<file path="config.mk">
export PLATFORM = sky130hd
export DESIGN_NAME = d_branch_cmp_bht
export DESIGN_NICKNAME = d
export VERILOG_FILES = /design/src/rtl/d_branch_cmp_bht_pkg.sv /design/src/rtl/d_branch_cmp_bht_sat_ctr2.sv /design/src/rtl/d_branch_cmp_bht.sv
export SDC_FILE = /design/constraint.sdc
export NUM_CORES = 1
export LEC_CHECK = 0
export BUFFER_PORTS_ARGS = -buffer_cell sky130_fd_sc_hd__buf_2
export CAP_MARGIN = 5
export CORE_ASPECT_RATIO = 1.75
export CORE_MARGIN = 2
export CORE_UTILIZATION = 48
export DETAILED_ROUTE_END_ITERATION = 8
export PLACE_DENSITY = 0.81
export SYNTH_ARGS = -nofsm -noshare
export SYNTH_HDL_FRONTEND = slang
export SYNTH_SLANG_ARGS = --single-unit
</file>
<file path="constraint.sdc">
create_clock -name clk -period 2.88 [get_ports clk]
set_input_delay 0.144 -clock clk [delete_from_list [all_inputs] [get_ports clk]]
set_output_delay 0.144 -clock clk [all_outputs]
set_load 0.005 [all_outputs]
</file>
<file path="src/rtl/d_branch_cmp_bht_pkg.sv">
// Shared definitions for the decode-stage branch resolver: branch opcodes,
// 2-bit predictor counter states and the PC-to-table index helper.
package d_branch_cmp_bht_pkg;

    localparam logic [2:0] BR_NONE = 3'd0;
    localparam logic [2:0] BR_BEQ  = 3'd1;
    localparam logic [2:0] BR_BNE  = 3'd2;
    localparam logic [2:0] BR_BLEZ = 3'd3;
    localparam logic [2:0] BR_BGTZ = 3'd4;
    localparam logic [2:0] BR_BLTZ = 3'd5;
    localparam logic [2:0] BR_BGEZ = 3'd6;
    localparam logic [2:0] BR_RSVD = 3'd7;

    localparam logic [1:0] SNT = 2'b00;
    localparam logic [1:0] WNT = 2'b01;
    localparam logic [1:0] WT  = 2'b10;
    localparam logic [1:0] ST  = 2'b11;

    // Word-aligned index: pc[idx_w+1:2]; callers truncate to idx_w bits.
    function automatic logic [31:0] bht_idx(input logic [31:0] pc, input int unsigned idx_w);
        return (pc >> 2) & ((32'd1 << idx_w) - 32'd1);
    endfunction

endpackage

</file>
<file path="src/rtl/d_branch_cmp_bht_sat_ctr2.sv">
// 2-bit saturating up/down counter with enable and async active-high reset.
module sat_ctr2
    import d_branch_cmp_bht_pkg::*;
#(
    parameter logic [1:0] INIT = WNT
) (
    input  logic       clk,
    input  logic       reset,
    input  logic       en,
    input  logic       up,
    output logic [1:0] q
);

    always_ff @(posedge clk or posedge reset) begin
        if (reset) begin
            q <= INIT;
        end else if (en) begin
            if (up) begin
                if (q != ST) q <= q + 2'd1;
            end else begin
                if (q != SNT) q <= q - 2'd1;
            end
        end
    end

endmodule

</file>
<file path="src/rtl/d_branch_cmp_bht.sv">
// Decode-stage branch resolution with a table of 2-bit predictors read in F
// and trained in D, plus saturating branch/misprediction statistics.
module d_branch_cmp_bht
    import d_branch_cmp_bht_pkg::*;
#(
    parameter int         WIDTH     = 32,
    parameter int         BHT_DEPTH = 16,
    parameter logic [1:0] CTR_INIT  = 2'b01,
    parameter int         STAT_W    = 16
) (
    input  logic              clk,
    input  logic              reset,
    input  logic [31:0]       pc_F,
    output logic              pred_F,
    input  logic              valid_D,
    input  logic              stall_D,
    input  logic [2:0]        br_op_D,
    input  logic [31:0]       pc_D,
    input  logic              pred_D,
    input  logic [WIDTH-1:0]  a1_D,
    input  logic [WIDTH-1:0]  a2_D,
    output logic              br_taken_D,
    output logic              mispredict_D,
    output logic [STAT_W-1:0] branch_cnt,
    output logic [STAT_W-1:0] mispred_cnt
);

    localparam int IDX_W = $clog2(BHT_DEPTH);

    logic [IDX_W-1:0] idx_f;
    logic [IDX_W-1:0] idx_d;
    logic             resolve;
    logic             cond;
    logic             update;
    logic [1:0]       ctr [BHT_DEPTH];

    assign idx_f = IDX_W'(bht_idx(pc_F, IDX_W));
    assign idx_d = IDX_W'(bht_idx(pc_D, IDX_W));

    // Signed zero compares use the sign bit and a zero test to avoid signed casts.
    always_comb begin
        cond = 1'b0;
        case (br_op_D)
            BR_BEQ:  cond = (a1_D == a2_D);
            BR_BNE:  cond = (a1_D != a2_D);
            BR_BLEZ: cond = a1_D[WIDTH-1] || (a1_D == '0);
            BR_BGTZ: cond = !a1_D[WIDTH-1] && (a1_D != '0);
            BR_BLTZ: cond = a1_D[WIDTH-1];
            BR_BGEZ: cond = !a1_D[WIDTH-1];
            default: cond = 1'b0;
        endcase
    end

    assign resolve      = valid_D && (br_op_D != BR_NONE) && (br_op_D != BR_RSVD);
    assign br_taken_D   = resolve && cond;
    assign mispredict_D = resolve && (br_taken_D != pred_D);
    assign update       = resolve && !stall_D;

    for (genvar i = 0; i < BHT_DEPTH; i++) begin : g_bht
        sat_ctr2 #(.INIT(CTR_INIT)) u_ctr (
            .clk   (clk),
            .reset (reset),
            .en    (update && (idx_d == IDX_W'(i))),
            .up    (br_taken_D),
            .q     (ctr[i])
        );
    end

    // No write-to-read bypass: a same-index update shows up next cycle.
    assign pred_F = ctr[idx_f][1];

    always_ff @(posedge clk or posedge reset) begin
        if (reset) begin
            branch_cnt  <= '0;
            mispred_cnt <= '0;
        end else if (update) begin
            if (branch_cnt != '1) branch_cnt <= branch_cnt + 1'b1;
            if (mispredict_D && (mispred_cnt != '1)) mispred_cnt <= mispred_cnt + 1'b1;
        end
    end

endmodule

</file>
==> qor.txt <==
H-tree levels: 3
Drt initial violations: 238
Ys Warns: 0
Total negative slack: 0 ns
CTS tree: built
Top post-synthesis cells by area: dfrtp_1 31%, xnor2_1 11%, dfstp_2 11%, a21oi_1 5.2%, o21ai_0 4.1%
ANT cells: 0
GR Util All Layers: 24.32%
CTS Hold Buffers Added: 1
Post-route insts no fill: 624
First-pass GRT wire length: 16,460 um
Post-synth EDFFs: 0
HP Class: input pin to flop
Core Region: 7909 um^2
Top-count cell post-synth: xnor2_1
Synthesized area per cell: 9.616 um^2
Worst path arrival time: 2.29 ns
DRT Pass-1 Iters: 4
Max frequency: 0.4101 GHz
Clock transition at the registers of the reported paths: 0.05 ns
Post-synth top cells: 51 x xnor2_1, 48 x dfrtp_1, 40 x a21oi_1, 33 x nand2_1, 32 x o21ai_0
Register area share after synthesis: 41.74%
Inserted Clock Buffers: 9
Synth cell types: 46
Clock Path Buffers: 2
Clk_lat worst skew: 0.33 ns
Vias in the first global route: 3,591
Dpl cell area: 4596 um^2
CP Capture Type: output pin
Effective utilization at floorplan: 49.12%
Max-Cap Viols: 0
Synth Register Bits: 64
Area growth, synth to finish: 26.86%
Die width: 72.01 um
Fillers: 637
GP Congestion: 0.8865
Crit start category: input pin
Worst EP required: 2.74 ns
CP max FO: 11
RSZ-0062 raised after global routing: false
Worst vdd ir: 0.0003135 V
Post-Synthesis Cell Area: 3885 um^2
Top cell type's share of synthesized area: 30.92%
Root Driver: clkbuf_16
DRC: 0
Die area: 8857 um^2
Final Hold Viols: 0
Multi-input logic area: 2125 um^2
Largest net degree at the start of global routing: 60
Layout cell share with drive strength beyond 1: 33.90%
Sequential cell area: 1622 um^2
Die Y-Extent: 123.0 um
Rel. slew slack: 53.41%
Post-route antenna net violation count: 0
DR vias: 3,580
Main synth FF type: dfrtp_1
Critical path class: input pin to output pin
# rows: 43
Synth Instances: 404
PostCTS Resize Cnt: 0
Vias per cell: 5.737
Final instance area: 4928 um^2
Worst Skew: 0.003896 ns
Status: finished, final reports clean
Period utilization: 84.67%
Detailed placer's ending HPWL: 7888 um
Syn_nets: 542
Post-CTS setup buffers: 0
Synth async-reset ratio: 100.0%
Port Buffers: 114
Final nets: 667
Synth area leader: dfrtp_1
# setup viols final: 0
Overflow after GRT: 0
Pwr dens: 595.0 nW/um^2
Clk sink count: 64
P_leak: 2.252 nW
Drt total wl: 10,110 um
Initial antenna violation count: 0
Worst slew pin tran: 0.6891 ns
Dpl cells: 607
Final critical-path required period: 2.439 ns
I/O pin cnt: 171
DR WL/cell: 16.20 um
Max-slew violation count: 0
[registers in the layout (all words and copies together) (netlist names)]
signal and flops:
g_bht.u_ctr.q 32, branch_cnt 16, mispred_cnt 16
[final timing paths]
check / from / to / slack [ns] / cells past startpoint
setup / recovery: a1_D[14] / mispredict_D / 0.44 / 10
hold / removal: pc_D[4] / g_bht[2].u_ctr.q[0]$_DFFE_PP1P_ / 0.25 / 4
setup reg to reg: mispred_cnt[8]$_DFFE_PP0P_ / mispred_cnt[8]$_DFFE_PP0P_ / 0.57 / 8
hold reg to reg: mispred_cnt[10]$_DFFE_PP0P_ / mispred_cnt[10]$_DFFE_PP0P_ / 0.48 / 1
max in group asynchronous: reset / g_bht[1].u_ctr.q[0]$_DFFE_PP1P_ / 1.73 / 4
min in group asynchronous: reset / g_bht[2].u_ctr.q[1]$_DFFE_PP0P_ / 0.46 / 3
[stage by stage]
stage          utilization [%]  total power [mW]  setup WS (ns)  hold slack (ns)
2_1_floorplan                -             1.509         0.7899           0.4144
3_3_place_gp             58.11             1.730         0.2792           0.2452
3_5_place_dp             58.11             1.766         0.2399           0.2567
4_1_cts                  62.32             2.957         0.3923           0.2327
5_1_grt                  62.32             3.073         0.3043           0.2925
6_report                 62.32             2.933         0.4414           0.2506
[final cells by class]
class                      instances  share of cell area [%]
multi-input combinational        309                   43.11
clock buffer                      11                   4.925
sequential                        64                   32.90
clock inverter                     5                   1.625
inverter                          19                   1.447
timing repair buffer             126                   13.71
tap                               90                   2.285
[cell usage in the layout (no fill, tap or decap), types with 3 or more instances in the layout]
cell       count
nand3_1       17
or3_1          3
nor2_1        15
xnor2_1       51
and4_1         3
nor4_1         9
buf_4         10
a21oi_1       40
a211o_2        4
a211oi_2       3
xor2_1         9
clkbuf_16      9
mux4_2         5
mux2i_1        7
o21ai_0       32
nand4_1       14
nor2b_1        4
nor3_1         3
nand2_1       33
inv_1         18
o211ai_1       9
o21bai_1       6
dfrtp_1       48
buf_2        114
dfstp_2       16
and3_1        13
a211o_1        5
[worst max-delay path, cell delays in order]
cell	delay (ns)
buf_2	0.12
nor4_1	0.47
nand4_1	0.23
nor2_2	0.16
a211oi_1	0.10
a311oi_2	0.28
buf_4	0.17
or3_1	0.32
a21oi_1	0.13
buf_2	0.16
[report_power, final]
part / switching [mW] / internal [mW] / leakage, nW / total [mW]
registers: 0.142 / 1.07 / 0.806 / 1.21
clock network: 0.402 / 0.779 / 0.152 / 1.18
logic: 0.278 / 0.263 / 1.29 / 0.541
[per-layer routing]
layer  global-route usage, %  routed length (um)
met1                   24.01                3509
met2                   46.70                5701
met3                   4.971                 543
met4                   12.03                 353
met5                       0                   0
[logic make-up (layout without fill, tap and decap cells)]
| family | count (synthesis) | after routing | share of synthesized area [%] |
|---|---|---|---|
| flops | 64 | 64 | 41.74 |
| mux | 14 | 14 | 5.282 |
| compound gates | 106 | 106 | 17.13 |
| fa+ha+maj | 2 | 2 | 0.6440 |
| simple gates | 125 | 125 | 17.10 |
| buf+inv | 31 | 161 | 3.736 |
| xor+xnor | 62 | 62 | 14.36 |
No activity file was read; power rests on OpenSTA's default activity.
